File: config.mk
export PLATFORM = sky130hd
export DESIGN_NAME = dac1411_stream_tx
export DESIGN_NICKNAME = d
export VERILOG_FILES = /design/src/rtl/dac1411_stream_tx.sv
export SDC_FILE = /design/constraint.sdc
export NUM_CORES = 1
export LEC_CHECK = 0
export CORE_MARGIN = 4
export CORE_UTILIZATION = 57
export DETAILED_ROUTE_END_ITERATION = 6
export GPL_TIMING_DRIVEN = 0
export PLACE_DENSITY = 0.78
export SYNTH_ARGS = -nofsm -noshare
export SYNTH_HDL_FRONTEND = slang
export SYNTH_SLANG_ARGS = --single-unit
File: constraint.sdc
create_clock -name i_sys_clock -period 4 [get_ports i_sys_clock]
set_clock_uncertainty 0.2 [all_clocks]
set_input_delay 0.8 -clock i_sys_clock [delete_from_list [all_inputs] [get_ports i_sys_clock]]
set_output_delay 0.8 -clock i_sys_clock [all_outputs]
set_load 0.02 [all_outputs]
File: src/rtl/dac1411_stream_tx.sv
// Paced transmit path: buffers paired channel samples in a small FIFO and drives an
// interleaved (ch1 then ch2) truncated DAC bus once per sample period.
module dac1411_stream_tx #(
  parameter int unsigned DAC_IN_DATA_SIZE  = 16,
  parameter int unsigned DAC_OUT_DATA_SIZE = 14,
  parameter int unsigned FIFO_DEPTH        = 4,
  parameter int unsigned RATE_DIV          = 10,
  parameter int unsigned SETTLE_CYCLES     = 100
) (
  input  logic                              i_sys_clock,
  input  logic                              i_reset,
  input  logic                              i_enable,
  input  logic [DAC_IN_DATA_SIZE-1:0]       i_data_ch1,
  input  logic [DAC_IN_DATA_SIZE-1:0]       i_data_ch2,
  input  logic                              i_valid,
  output logic                              o_ready,
  output logic [DAC_OUT_DATA_SIZE-1:0]      o_dac_data,
  output logic                              o_dac_sel,
  output logic                              o_dac_en,
  output logic                              o_running,
  output logic                              o_underrun,
  output logic [$clog2(FIFO_DEPTH):0]       o_fifo_level
);

  localparam int unsigned IN  = DAC_IN_DATA_SIZE;
  localparam int unsigned OUT = DAC_OUT_DATA_SIZE;
  localparam int unsigned AW  = $clog2(FIFO_DEPTH);
  localparam int unsigned LW  = AW + 1;
  localparam int unsigned RCW = $clog2(RATE_DIV);
  localparam int unsigned SCW = $clog2(SETTLE_CYCLES + 1);

  typedef enum logic [1:0] {
    ST_IDLE,
    ST_SETTLE,
    ST_RUN
  } state_t;

  state_t              state_q, state_d;
  logic [SCW-1:0]      settle_cnt_q;
  logic [RCW-1:0]      rate_cnt_q;
  logic [2*OUT-1:0]    mem_q [FIFO_DEPTH];
  logic [AW-1:0]       wr_ptr_q, rd_ptr_q;
  logic [LW-1:0]       level_q, level_d;
  logic [OUT-1:0]      hold_ch1_q, hold_ch2_q;
  logic                ready_q;
  logic [OUT-1:0]      dac_data_q;
  logic                dac_sel_q;
  logic                dac_en_q;
  logic                running_q;
  logic                underrun_q;

  logic                tick;
  logic                push;
  logic                pop;
  logic                empty;
  logic                flush;
  logic [2*OUT-1:0]    head;
  logic [OUT-1:0]      ch1_src;

  // Only the upper OUT bits of each sample ever reach the bus, so only those are stored.
  if (IN > OUT) begin : g_lsb
    logic unused_lsbs;
    assign unused_lsbs = ^{i_data_ch1[IN-OUT-1:0], i_data_ch2[IN-OUT-1:0]};
  end

  always_comb begin
    state_d = state_q;
    unique case (state_q)
      ST_IDLE:   if (i_enable) state_d = ST_SETTLE;
      ST_SETTLE: begin
        if (!i_enable)                                     state_d = ST_IDLE;
        else if (settle_cnt_q == SCW'(SETTLE_CYCLES - 1)) state_d = ST_RUN;
      end
      ST_RUN:    if (!i_enable) state_d = ST_IDLE;
      default:   state_d = ST_IDLE;
    endcase

    flush   = (state_d == ST_IDLE);
    tick    = (state_q == ST_RUN) && (rate_cnt_q == '0);
    empty   = (level_q == '0);
    push    = i_valid && ready_q;
    pop     = tick && !empty;
    head    = mem_q[rd_ptr_q];
    ch1_src = pop ? head[2*OUT-1:OUT] : hold_ch1_q;

    level_d = level_q;
    if (flush) begin
      level_d = '0;
    end else begin
      unique case ({push, pop})
        2'b10:   level_d = level_q + LW'(1);
        2'b01:   level_d = level_q - LW'(1);
        default: level_d = level_q;
      endcase
    end
  end

  always_ff @(posedge i_sys_clock) begin
    if (i_reset) begin
      state_q      <= ST_IDLE;
      settle_cnt_q <= '0;
      rate_cnt_q   <= '0;
      wr_ptr_q     <= '0;
      rd_ptr_q     <= '0;
      level_q      <= '0;
      hold_ch1_q   <= '0;
      hold_ch2_q   <= '0;
      ready_q      <= 1'b0;
      dac_data_q   <= '0;
      dac_sel_q    <= 1'b0;
      dac_en_q     <= 1'b0;
      running_q    <= 1'b0;
      underrun_q   <= 1'b0;
    end else begin
      state_q <= state_d;
      level_q <= level_d;
      // Ready looks at the post-edge level so a full FIFO is never offered a push.
      ready_q <= !flush && (level_d != LW'(FIFO_DEPTH));

      if (flush) begin
        settle_cnt_q <= '0;
        rate_cnt_q   <= '0;
        wr_ptr_q     <= '0;
        rd_ptr_q     <= '0;
        dac_data_q   <= '0;
        dac_sel_q    <= 1'b0;
        dac_en_q     <= 1'b0;
        running_q    <= 1'b0;
        underrun_q   <= 1'b0;
      end else begin
        dac_en_q  <= 1'b1;
        running_q <= (state_d == ST_RUN);

        if (push) begin
          mem_q[wr_ptr_q] <= {i_data_ch1[IN-1 -: OUT], i_data_ch2[IN-1 -: OUT]};
          wr_ptr_q        <= wr_ptr_q + AW'(1);
        end

        if (pop) begin
          rd_ptr_q   <= rd_ptr_q + AW'(1);
          hold_ch1_q <= head[2*OUT-1:OUT];
          hold_ch2_q <= head[OUT-1:0];
        end

        if (state_q == ST_SETTLE) settle_cnt_q <= settle_cnt_q + SCW'(1);

        if (state_q == ST_RUN) begin
          if (rate_cnt_q == RCW'(RATE_DIV - 1)) rate_cnt_q <= '0;
          else                                  rate_cnt_q <= rate_cnt_q + RCW'(1);
        end

        // Hold regs are only refreshed by a pop, so an empty tick replays the last pair.
        if (tick) begin
          dac_data_q <= ch1_src;
          dac_sel_q  <= 1'b1;
          if (empty) underrun_q <= 1'b1;
        end else if ((state_q == ST_RUN) && (rate_cnt_q == RCW'(1))) begin
          dac_data_q <= hold_ch2_q;
          dac_sel_q  <= 1'b0;
        end
      end
    end
  end

  assign o_ready      = ready_q;
  assign o_dac_data   = dac_data_q;
  assign o_dac_sel    = dac_sel_q;
  assign o_dac_en     = dac_en_q;
  assign o_running    = running_q;
  assign o_underrun   = underrun_q;
  assign o_fifo_level = level_q;

endmodule

* Yosys cells after proc, flatten, opt, wreduce, memory -nomap -nowiden
Memory sizes are Yosys's and may differ from the RTL's. A register that Yosys moved wholly into a read port is not among the register bits.
Cells that the tools add are included.
** Cells by class
- Bitwise operators :: 1
- Muxes and demuxes :: 20
- Equal/unequal tests :: 9
- $add $sub $neg :: 6
- Reductions and logical operators :: 15
** Operator list (count)
- two-way mux 14 bit :: 3
- two-way mux 2 bit :: 6
- adder 7 x 1 -> 7 bit, second input constant :: 1
- equality test 7 bit, second input constant :: 1
- two-way mux 1 bit :: 7
- equality test 2 bit, second input constant :: 3
- one-hot mux 2 bit (3 select lines) :: 1
- one-hot mux 3 bit (2 select lines) :: 1
- logical AND 1 bit :: 5
- adder 2 x 1 -> 2 bit, second input constant :: 2
- adder 4 x 1 -> 4 bit, second input constant :: 1
- equality test 2 x 1 -> 1 bit, second input constant :: 2
- equality test 4 x 1 -> 1 bit, second input constant :: 1
- equality test 4 bit, second input constant :: 1
- logical NOT 2 bit :: 2
- logical NOT 4 bit :: 1
- two-way mux 4 bit :: 1
- AND reduction 2 bit :: 2
- adder 3 x 1 -> 3 bit, second input constant :: 1
- logical NOT 3 bit :: 1
- two-way mux 3 bit :: 1
- != test 3 bit, second input constant :: 1
- subtractor 3 x 1 -> 3 bit, second input constant :: 1
- logical NOT 1 bit :: 2
- other kinds (3) :: 3
** Storage, ports and cells
- Memories :: 1
- Logic and storage cells :: 66
- Bits in registers :: 67
- RAM bits :: 112
** Memory list
- mem_q :: words 4, width 28, rd ports 1, clocked after memory_dff 1, wr ports 1, RTL line 41 : logic [2*OUT-1:0] mem_q [FIFO_DEPTH];

* Longest topological paths before layout
Gate-level depths: netlist of the first run.
- Word-level depth :: 8
- Gate-level depth with buffers :: 12

* Worst setup path before layout of the first run
Ideal clock, no wire load.
- Path type :: reg2reg
- Start :: register rate_cnt_q[1]
- End :: register ready_q, in the netlist o_ready
- Library setup time :: 0.115 ns
- Setup slack :: 1.203 ns
- Stages on the path, launching flop included :: 12
- Arrival time :: 2.482 ns
- Path through :: dfxtp_1 > buf_6 > or4_1 > or3_1 > buf_2 > inv_2 > buf_4 > ha_1 > fa_1 > nor2_1 > a22oi_1 > o21a_1
** Between the ends
- Longest elaborated chain between the ends :: 8
- Elaborated cells between the ends (all ways) :: 9
- Classes of those cells :: eq/ne: 3; mux: 2; reduce/logical: 4
** RTL lines
- from (decl) :: RTL line 40 : logic [RCW-1:0] rate_cnt_q;
- from (signal assigned) :: RTL line 149 : else rate_cnt_q <= rate_cnt_q + RCW'(1);
- logical NOT 4 bit (*) :: RTL line 79 : tick = (state_q == ST_RUN) && (rate_cnt_q == '0);
- logical AND 1 bit (*) :: RTL line 79
- logical AND 1 bit (*) :: RTL line 82 : pop = tick && !empty;
- equality test 2 x 1 -> 1 bit or equality test 2 bit (tied branches) :: RTL line 90 : unique case ({push, pop})
- one-hot mux 3 bit (2 select lines) (*) :: RTL line 90
- two-way mux 3 bit (*) :: RTL line 87 : if (flush) begin
- != test 3 bit (*) :: RTL line 118 : ready_q <= !flush && (level_d != LW'(FIFO_DEPTH));
- logical AND 1 bit (*) :: RTL line 118
- to (signal assigned) :: RTL line 118
- to (decl) :: RTL line 45 : logic ready_q;
Mark *: on every way between the ends. The rest lies on a longest branch, timed or not.
A chain may end at the register's enable or synchronous reset.

* Worst setup path after layout of the first run
- Start :: register rate_cnt_q[0]
- End :: register ready_q, in the netlist o_ready
Same word-level chain as after synthesis.

==> results.cfg, run 1 <==
[setup_path]
cp-startpoint = rate_cnt_q[0]
cp-endpoint = o_ready
slowest_delay_ns = 0.55
crit_required_ns = 4.12
criticalPathCategory = flop to flop
crit_chain = or4_1 > or3_1 > buf_2 > inv_2 > buf_4 > ha_1 > fa_1 > nor2_1 > a22oi_1 > o21a_1
regToRegStartpoint = rate_cnt_q[0]
r2r_slack_ns = 0.93
cp_slowest_cell = or4_1
cp-start-kind = flop
rr_endpoint = o_ready
cp_max_fo = 10
end_kind = flop
rr_worst_depth = 10
critPathArrivalTime_ns = 3.19

[floorplan]
die_w_um = 119
core_area_mm2 = 0.0120
rows = 40
dieArea_mm2 = 0.0141
initial_utilization = 0.582
pin_count = 58
die_y_um = 119

[detailed_routing]
drt-total-wl_um = 13800
drtIter0Drc = 354
ant_nets = 0
wl_per_cell_um = 19.2
drc_errors = 0
vias = 4272
first_pass_iters = 5
viasPerCell = 5.97

[cts]
clockRootBuffer = clkbuf_16
cts-resized-gates = 0
clock_sinks = 181
cts_tree = built
hold_buffers = 0
cts-buffers-inserted = 17
clock_latency_ns = 0.43
htree_levels = 4
clkTransAtPathRegs_ns = 0.07
clockBufferDepth = 2
cts_setup_buffers = 0

[logic_synthesis]
yosysSeqAreaShare = 0.679
ys_ff_latch = 181
synth.top_cell.area_share = 0.481
synth-async-reset-ratio = 0
synth.net_count = 526
synth_common_cells = edfxtp_1, dfxtp_1, a21oi_1
avgSynthCellArea_um2 = 14.5
synth.area.top_cells = edfxtp_1, dfxtp_1, mux4_2
syn_inst = 483
ys_types = 38
synth_ff_type = edfxtp_1
yosys.area.top_type = edfxtp_1
synth_edf_count = 112
yosysWarnings = 0
synth_most_common_cell = edfxtp_1
synthesis.area_mm2 = 0.00699

[grt]
grt_pass1_vias = 4180
grt_usage = 0.203
grt_start_max_net_pins = 29
grt_pass1_wl_um = 21800
gr-total-overflow = 0
antenna_found_initial = 0

[timing]
whs_ns = 0.258
min_period_ns = 3.07
rsz0062_at_grt = no
hold_violations = 0
fmax_mhz = 326
period_share = 0.767
drv_slew = 0
setup_ws_ns = 0.930
final-setup-viol-count = 0
tns_ns = 0
tightestPinTransition_ns = 0.830
slew_headroom = 0.447

[status]
status = finished, final reports clean

[placement]
gp_congestion = 0.836
hpwl_um = 9040
dp_slack_ns = 0.612
port_buffers = 53
dp_cells = 683

[run]
cap_violations = 0

[pwr]
ir_drop_mv = 0.296
cellLeakagePower_uw = 0.00258
power_density_mw_per_mm2 = 440

[cells_and_area]
areaGrowthSynthToFinish_pct = 18.3
fin_cells = 715
diodes = 0
layout-drive-gt1-share = 0.132
multi_input_comb_area_mm2 = 0.00207
ff_latch_area_mm2 = 0.00474
fill_cells = 847
nets = 598

[hold_path]
hp-class = flop to flop
power breakdown:
group          switching [µW]  leakage, µW  internal [µW]  total (µW)
logic                    46.7     0.000752           39.9        86.6
registers                3.32      0.00156           1980        1990
clock network             704     0.000261            862        1570
total                     754      0.00258           2890        3640
flip-flops by register name (all words and copies together) (netlist names), named ones only:
signal / cells
o_fifo_level: 3
o_dac_en: 1
rate_cnt_q: 4
mem_q: 112
hold_ch2_q: 14
o_dac_sel: 1
o_ready: 1
hold_ch1_q: 14
state_q: 2
o_running: 1
o_underrun: 1
o_dac_data: 14
wr_ptr_q: 2
settle_cnt_q: 7
rd_ptr_q: 2
cell families after synthesis:
family	count (synthesis)	synth area share
xor gates and xnor gates	12	0.0150
adders and majority gates	7	0.0136
muxes	44	0.113
and+or+nand+nor	115	0.0892
DFF	181	0.679
AOI/OAI and AO/OA	85	0.0646
buffers and inverters	39	0.0254
cell usage in the layout, fill, tap and decap left out, types with 16 or more instances in the layout:
master	count
mux4_2	28
o21ai_0	32
nor3_1	18
clkbuf_1	21
clkbuf_16	17
dfxtp_1	69
a21oi_1	36
clkdlybuf4s50_1	53
nand2b_1	18
nor2_1	19
mux2i_1	16
edfxtp_1	112
nand3_1	30
worst min-delay path by stage:
stage                               from             end  cells after the start
final                         o_underrun      o_underrun                      2
after global routing          o_underrun      o_underrun                      2
after CTS                     o_underrun      o_underrun                      2
after detailed placement      o_underrun      o_underrun                      2
after global placement        o_underrun      o_underrun                      2
after floorplan           hold_ch2_q[10]  hold_ch2_q[10]                      2
worst max-delay path: cells and delay by family (launching register included):
kind            cells  cell delay (ns)
flops               1             0.42
simple gates        3             0.99
fa+ha+maj           2             0.64
compound gates      2             0.26
buf+inv             3             0.45
area by class of cell:
cell class	count	share of cell area
repair buffers	53	0.0642
clock buffers	18	0.0519
flip-flops and latches	181	0.574
plain buffers	31	0.0179
well taps	147	0.0222
multi-input cells	263	0.250
inverters	8	0.00363
clock inverters	14	0.0157
layer usage:
| layer | global-route usage | routed length [µm] |
|---|---|---|
| met1 | 0.262 | 5840 |
| met2 | 0.325 | 6710 |
| met3 | 0.0512 | 872 |
| met4 | 0.0956 | 330 |
| met5 | 0 | 0 |
per-stage QoR:
stage,util,instance area (µm²),power (µW)
floorplan,-,6990,2060
global placement,0.641,7700,2110
detailed placement,0.642,7710,2110
CTS,0.688,8270,3640
global route,0.688,8270,3740
finish,0.688,8270,3640
(Power assumes the default switching activity.)
==> run 2, diff against run 1 <==
--- a/config.mk
+++ b/config.mk
@@ -6,10 +6,10 @@
 export NUM_CORES = 1
 export LEC_CHECK = 0
 export CORE_MARGIN = 4
-export CORE_UTILIZATION = 57
+export CORE_UTILIZATION = 52
 export DETAILED_ROUTE_END_ITERATION = 6
 export GPL_TIMING_DRIVEN = 0
-export PLACE_DENSITY = 0.78
+export PLACE_DENSITY = 0.75
 export SYNTH_ARGS = -nofsm -noshare
 export SYNTH_HDL_FRONTEND = slang
 export SYNTH_SLANG_ARGS = --single-unit
==> constraint.sdc (replaced) <==
create_clock -name i_sys_clock -period 2.5 [get_ports i_sys_clock]
set_clock_uncertainty 0.2 [all_clocks]
set_input_delay 0.5 -clock i_sys_clock [delete_from_list [all_inputs] [get_ports i_sys_clock]]
set_output_delay 0.5 -clock i_sys_clock [all_outputs]
set_load 0.02 [all_outputs]
==> run 2 against run 1 <==
  * The flow now finishes with violations (DRC, setup timing)
  * First-iteration DRC count rose by 17%
  * Combinational power rose by 65%
  * Highest routed layer unchanged
  * Total power rose by 63%
  * Fmax rose by 22%
  * Via count rose by 1.2%
  * Core utilization fell by 5.1 points
  * Sequential share of layout area fell by 0.88 points
==> results.cfg, run 2 (synthesis results as in run 1) <==
[cts]
clock_sinks = 181
clockBufferDepth = 2
clockRootBuffer = clkbuf_16
cts-buffers-inserted = 17
htree_levels = 4
clkTransAtPathRegs_ns = 0.07
cts_tree = built
clock_latency_ns = 0.43

[setup_path]
crit_buf_inv = 2
crit_chain = or4_1 > or3_4 > inv_8 > ha_4 > fa_1 > buf_4 > mux2i_1 > nor2_1
criticalPathCategory = flop to flop
end_kind = flop
cp-start-kind = flop
crit_required_ns = 2.60
slowest_delay_ns = 0.49
crit_family = simple AND/OR/NAND/NOR gates
critPathArrivalTime_ns = 2.61
cp_slowest_cell = or4_1
cp_max_fo = 6

[status]
violations = DRC, setup timing
status = finished, violations left

[grt]
antenna_found_initial = 0
grt_start_max_net_pins = 29
gr-total-overflow = 0
grt_usage = 0.203
grt_pass1_wl_um = 23100
grt_pass1_vias = 4410

[timing]
setup_ws_ns = -0.0137
period_share = 1.01
drv_slew = 0
hold_violations = 0
slew_headroom = 0.535
min_period_ns = 2.51
tightestPinTransition_ns = 0.697
rsz0062_at_grt = yes
fmax_mhz = 398
final-setup-viol-count = 2

[pwr]
seq_power_share = 0.535
p_sw_frac = 0.216
p_sw_uw = 1280
p_int_uw = 4660
p_clk_frac = 0.441
comb_power_share = 0.024
power_uw = 5940
power_density_mw_per_mm2 = 706
ir_drop_mv = 0.537
cellLeakagePower_uw = 0.00263

[cells_and_area]
areaGrowthSynthToFinish_pct = 20.4
largest_register_ffs = 112
fin_area_mm2 = 0.00841
layout-drive-gt1-share = 0.154
largest_register = mem_q
nets = 602
diodes = 0
final_common_cell = edfxtp_1
layout_common_cells = edfxtp_1, dfxtp_1, clkdlybuf4s50_1

[detailed_routing]
dr_wl_met3_um = 896
ant_nets = 0
dr.max_layer_used = met4
wl_per_cell_um = 19.2
wl_met1_um = 6170
viasPerCell = 5.78
drt-total-wl_um = 14400
drc_errors = 1
met2WireLength_um = 7150
vias = 4323
first_pass_iters = 7
drtIter0Drc = 415

[floorplan]
die_w_um = 124
initial_utilization = 0.530
core_area_mm2 = 0.0132
dieArea_mm2 = 0.0154
rows = 42
die_y_um = 124
pin_count = 58

[placement]
gp_congestion = 0.811
port_buffers = 53
placed_area_mm2 = 0.00777
hpwl_um = 9210

[hold_path]
hp-class = flop to flop

[run]
cap_violations = 0
-- run 2: cell count changes in the layout (fill, tap and decap cells not counted), moves of 2 or more --
cell / before / now
clkinvlp_4: 4 / 1
inv_8: 0 / 6
buf_4: 2 / 9
clkbuf_1: 21 / 19
dfxtp_1: 69 / 66
and3_4: 0 / 4
and3_2: 4 / 0
dfxtp_4: 0 / 2
-- run 2: path summary, 6_finish.rpt --
check                                    from              end  slack (ns)  cells after the start
worst max-delay path            rate_cnt_q[1]  o_fifo_level[1]       -0.01                      8
worst min-delay path               o_underrun       o_underrun        0.26                      2
worst max register to register  rate_cnt_q[1]  o_fifo_level[1]       -0.01                      8
worst min register to register     o_underrun       o_underrun        0.26                      2
-- run 2: per-stage QoR --
stage / utilization / setup WS [ns] / hold WS [ns] / std cells / setup TNS, ns
4_1_cts: 0.634 / -0.115 / 0.272 / 745 / -11.47
5_1_grt: 0.638 / -0.113 / 0.294 / 748 / -0.221
3_5_place_dp: 0.589 / -0.587 / 0.262 / 712 / -64.22
3_3_place_gp: 0.589 / -1.10 / 0.258 / 712 / -122.88
2_1_floorplan: - / -0.199 / 0.248 / 483 / -0.272
6_report: 0.638 / -0.0137 / 0.263 / 748 / -0.0160
-- run 2: area by class of cell --
cell class                 instances  area [µm²]
buffer                            27         121
clock buffer                      18         429
tap                              176         220
timing repair buffer              61         591
clock inverter                    14         155
inverter                           8        37.5
multi-input combinational        263        2100
sequential                       181        4750
fill                             935        4780
-- run 2: per-layer routing --
layer	vias to the layer above	global-route usage
met4	0	0.0705
li1	1982	-
met5	-	0
met3	14	0.0527
met1	2169	0.274
met2	158	0.321
-- run 2: timing repair --
item,in CTS,in global routing
setup buffers,4,4
resized for setup,6,10
endpoints found under the setup margin,115,132
gates cloned,0,0
hold buffers,0,0
pin swaps,4,6
-- run 2: tightest hold or removal path, delay by kind of cell (launching register included) --
kind / cells / cell delay (ns)
AOI/OAI and AO/OA: 1 / 0.05
DFF: 1 / 0.32
buffers and inverters: 1 / 0.05
-- run 2: power by group through the flow --
stage	clock (µW)	combinational [µW]	sequential [µW]
2_1_floorplan	0	47.6	3250
3_3_place_gp	0	134	3240
3_5_place_dp	0	141	3240
4_1_cts	2660	142	3180
5_1_grt	2770	156	3180
6_report	2620	143	3180
==> run 3, diff against run 2 <==
--- a/config.mk
+++ b/config.mk
@@ -6,10 +6,11 @@
 export NUM_CORES = 1
 export LEC_CHECK = 0
 export CORE_MARGIN = 4
-export CORE_UTILIZATION = 52
+export CORE_UTILIZATION = 40
 export DETAILED_ROUTE_END_ITERATION = 6
 export GPL_TIMING_DRIVEN = 0
-export PLACE_DENSITY = 0.75
+export PLACE_DENSITY = 0.6
+export SLEW_MARGIN = 40
 export SYNTH_ARGS = -nofsm -noshare
 export SYNTH_HDL_FRONTEND = slang
 export SYNTH_SLANG_ARGS = --single-unit
==> run 3 against run 2 <==
  * The flow finishes with violations (setup timing)
  * Combinational power is essentially flat
  * Register-to-register slack got worse by 0.03 ns
  * Global-route usage is 5.2 points lower
  * Clock power up 6%
  * Worst setup slack worse by 0.025 ns
  * Cell area is 2.4% higher
  * Sequential share of layout area down 1.3 points
  * Sequential power barely moved
  * Worst hold slack worse by 0.0087 ns
  * Count of clock-buffer cells in the layout is 1 lower
  * First-iteration DRC count shrank 47%
  * Critical endpoint is now o_ready
  * Largest power group unchanged
==> results.cfg, run 3 (synthesis results as in run 1) <==
[cells_and_area]
diodes = 0
largest_register = mem_q
areaGrowthSynthToFinish_pct = 23.3
final_util = 0.500
largest_register_ffs = 112
layout-drive-gt1-share = 0.161
final_common_cell = edfxtp_1
layout_common_cells = edfxtp_1, dfxtp_1, clkdlybuf4s50_1
nets = 604

[cts]
htree_levels = 4
cts-buffers-inserted = 17
clockBufferDepth = 2
clkTransAtPathRegs_ns = 0.07
clock_sinks = 181
hold_buffers = 0
clockRootBuffer = clkbuf_16
clock_latency_ns = 0.42
cts_tree = built

[detailed_routing]
drt-total-wl_um = 13900
vias = 4160
first_pass_iters = 4
viasPerCell = 5.22
drc_errors = 0
ant_nets = 0
drtIter0Drc = 222
wl_per_cell_um = 17.5

[timing]
setup_ws_ns = -0.0387
min_period_ns = 2.54
hold_violations = 0
tns_ns = -0.0537
final-setup-viol-count = 2
rsz0062_at_grt = yes
fmax_mhz = 394
period_share = 1.02
tightestPinTransition_ns = 0.612
drv_slew = 0
slew_headroom = 0.592

[setup_path]
r2r_slack_ns = -0.04
cp_slowest_cell = or4_4
slowest_delay_ns = 0.52
cp_max_fo = 2
crit_required_ns = 2.62
cp-start-kind = flop
crit_buf_inv = 1
end_kind = flop
critPathArrivalTime_ns = 2.66
criticalPathCategory = flop to flop
crit_family = simple AND/OR/NAND/NOR gates
crit_chain = or4_4 > or3_4 > inv_8 > ha_4 > fa_1 > nor2_1 > a22oi_1 > o21a_1

[grt]
grt_start_max_net_pins = 18
grt_pass1_wl_um = 22700
grt_pass1_vias = 4333
gr-total-overflow = 0
grt_usage = 0.150
antenna_found_initial = 0

[status]
status = finished, violations left
violations = setup timing

[pwr]
ir_drop_mv = 0.485
power_density_mw_per_mm2 = 709
cellLeakagePower_uw = 0.00269

[floorplan]
core_area_mm2 = 0.0172
pin_count = 58
initial_utilization = 0.405
die_y_um = 140
die_w_um = 140
rows = 48
dieArea_mm2 = 0.0196

[run]
cap_violations = 0

[placement]
port_buffers = 53
hpwl_um = 10000
gp_congestion = 0.803

[hold_path]
hp-class = flop to flop
run 3: cell count changes in the layout (fill, tap and decap cells not counted), moves of 3 or more:
cell / previous run / this run
and3_2: 0 / 4
and3_4: 4 / 0
buf_16: 0 / 4
inv_8: 6 / 2
bufinv_16: 1 / 4
run 3: path summary, 6_finish.rpt:
check	start	end	cells past startpoint
worst max register to register	rate_cnt_q[0]	o_ready	8
worst min register to register	o_underrun	o_underrun	2
worst max-delay path	rate_cnt_q[0]	o_ready	8
worst min-delay path	o_underrun	o_underrun	2
run 3: what timing repair did:
item                                    CTS  global route
buffers inserted                          5             1
hold endpoints to repair                  0             0
endpoints found under the setup margin   71            99
pin swaps                                 6             5
gates resized for setup                   9             5
run 3: per-stage QoR:
step	cells	setup WS, ns	hold slack (ns)	cell area (µm²)	power, µW
final	797	-0.0387	0.254	8610	6110
after global routing	797	-0.0984	0.295	8610	6310
after CTS	797	-0.219	0.259	8600	6170
after detailed placement	765	-0.495	0.248	7940	3390
after global placement	761	-1.13	0.245	7830	3380
after floorplan	483	-0.199	0.248	7010	3290
run 3: routing by layer:
layer	GRT usage	routed length (µm)	part of all wire	vias to the layer above
li1	-	-	-	1979
met1	0.189	5930	0.43	2056
met2	0.247	7070	0.51	100
met3	0.0403	656	0.047	25
met4	0.0612	283	0.020	0
met5	0	0	0	-
run 3: layout make-up:
| type | count | area [µm²] |
|---|---|---|
| Tap cell | 225 | 282 |
| Timing Repair Buffer | 63 | 686 |
| Sequential cell | 181 | 4750 |
| Inverter | 8 | 37.5 |
| Clock inverter | 13 | 199 |
| Buffer | 27 | 121 |
| Clock buffer | 17 | 425 |
| Fill cell | 1438 | 8620 |
| Multi-Input combinational cell | 263 | 2110 |
run 3: tightest hold or removal path, delay by kind of cell (launching register included):
kind	cells	cell delay, ns
flops	1	0.31
compound gates	1	0.05
buf+inv	1	0.05
run 3: power by group:
part           internal (µW)  total, µW  switching, µW
combinational           66.4        142           76.1
clock                   1680       2790           1100
sequential              3170       3180           5.18
total                   4920       6110           1180
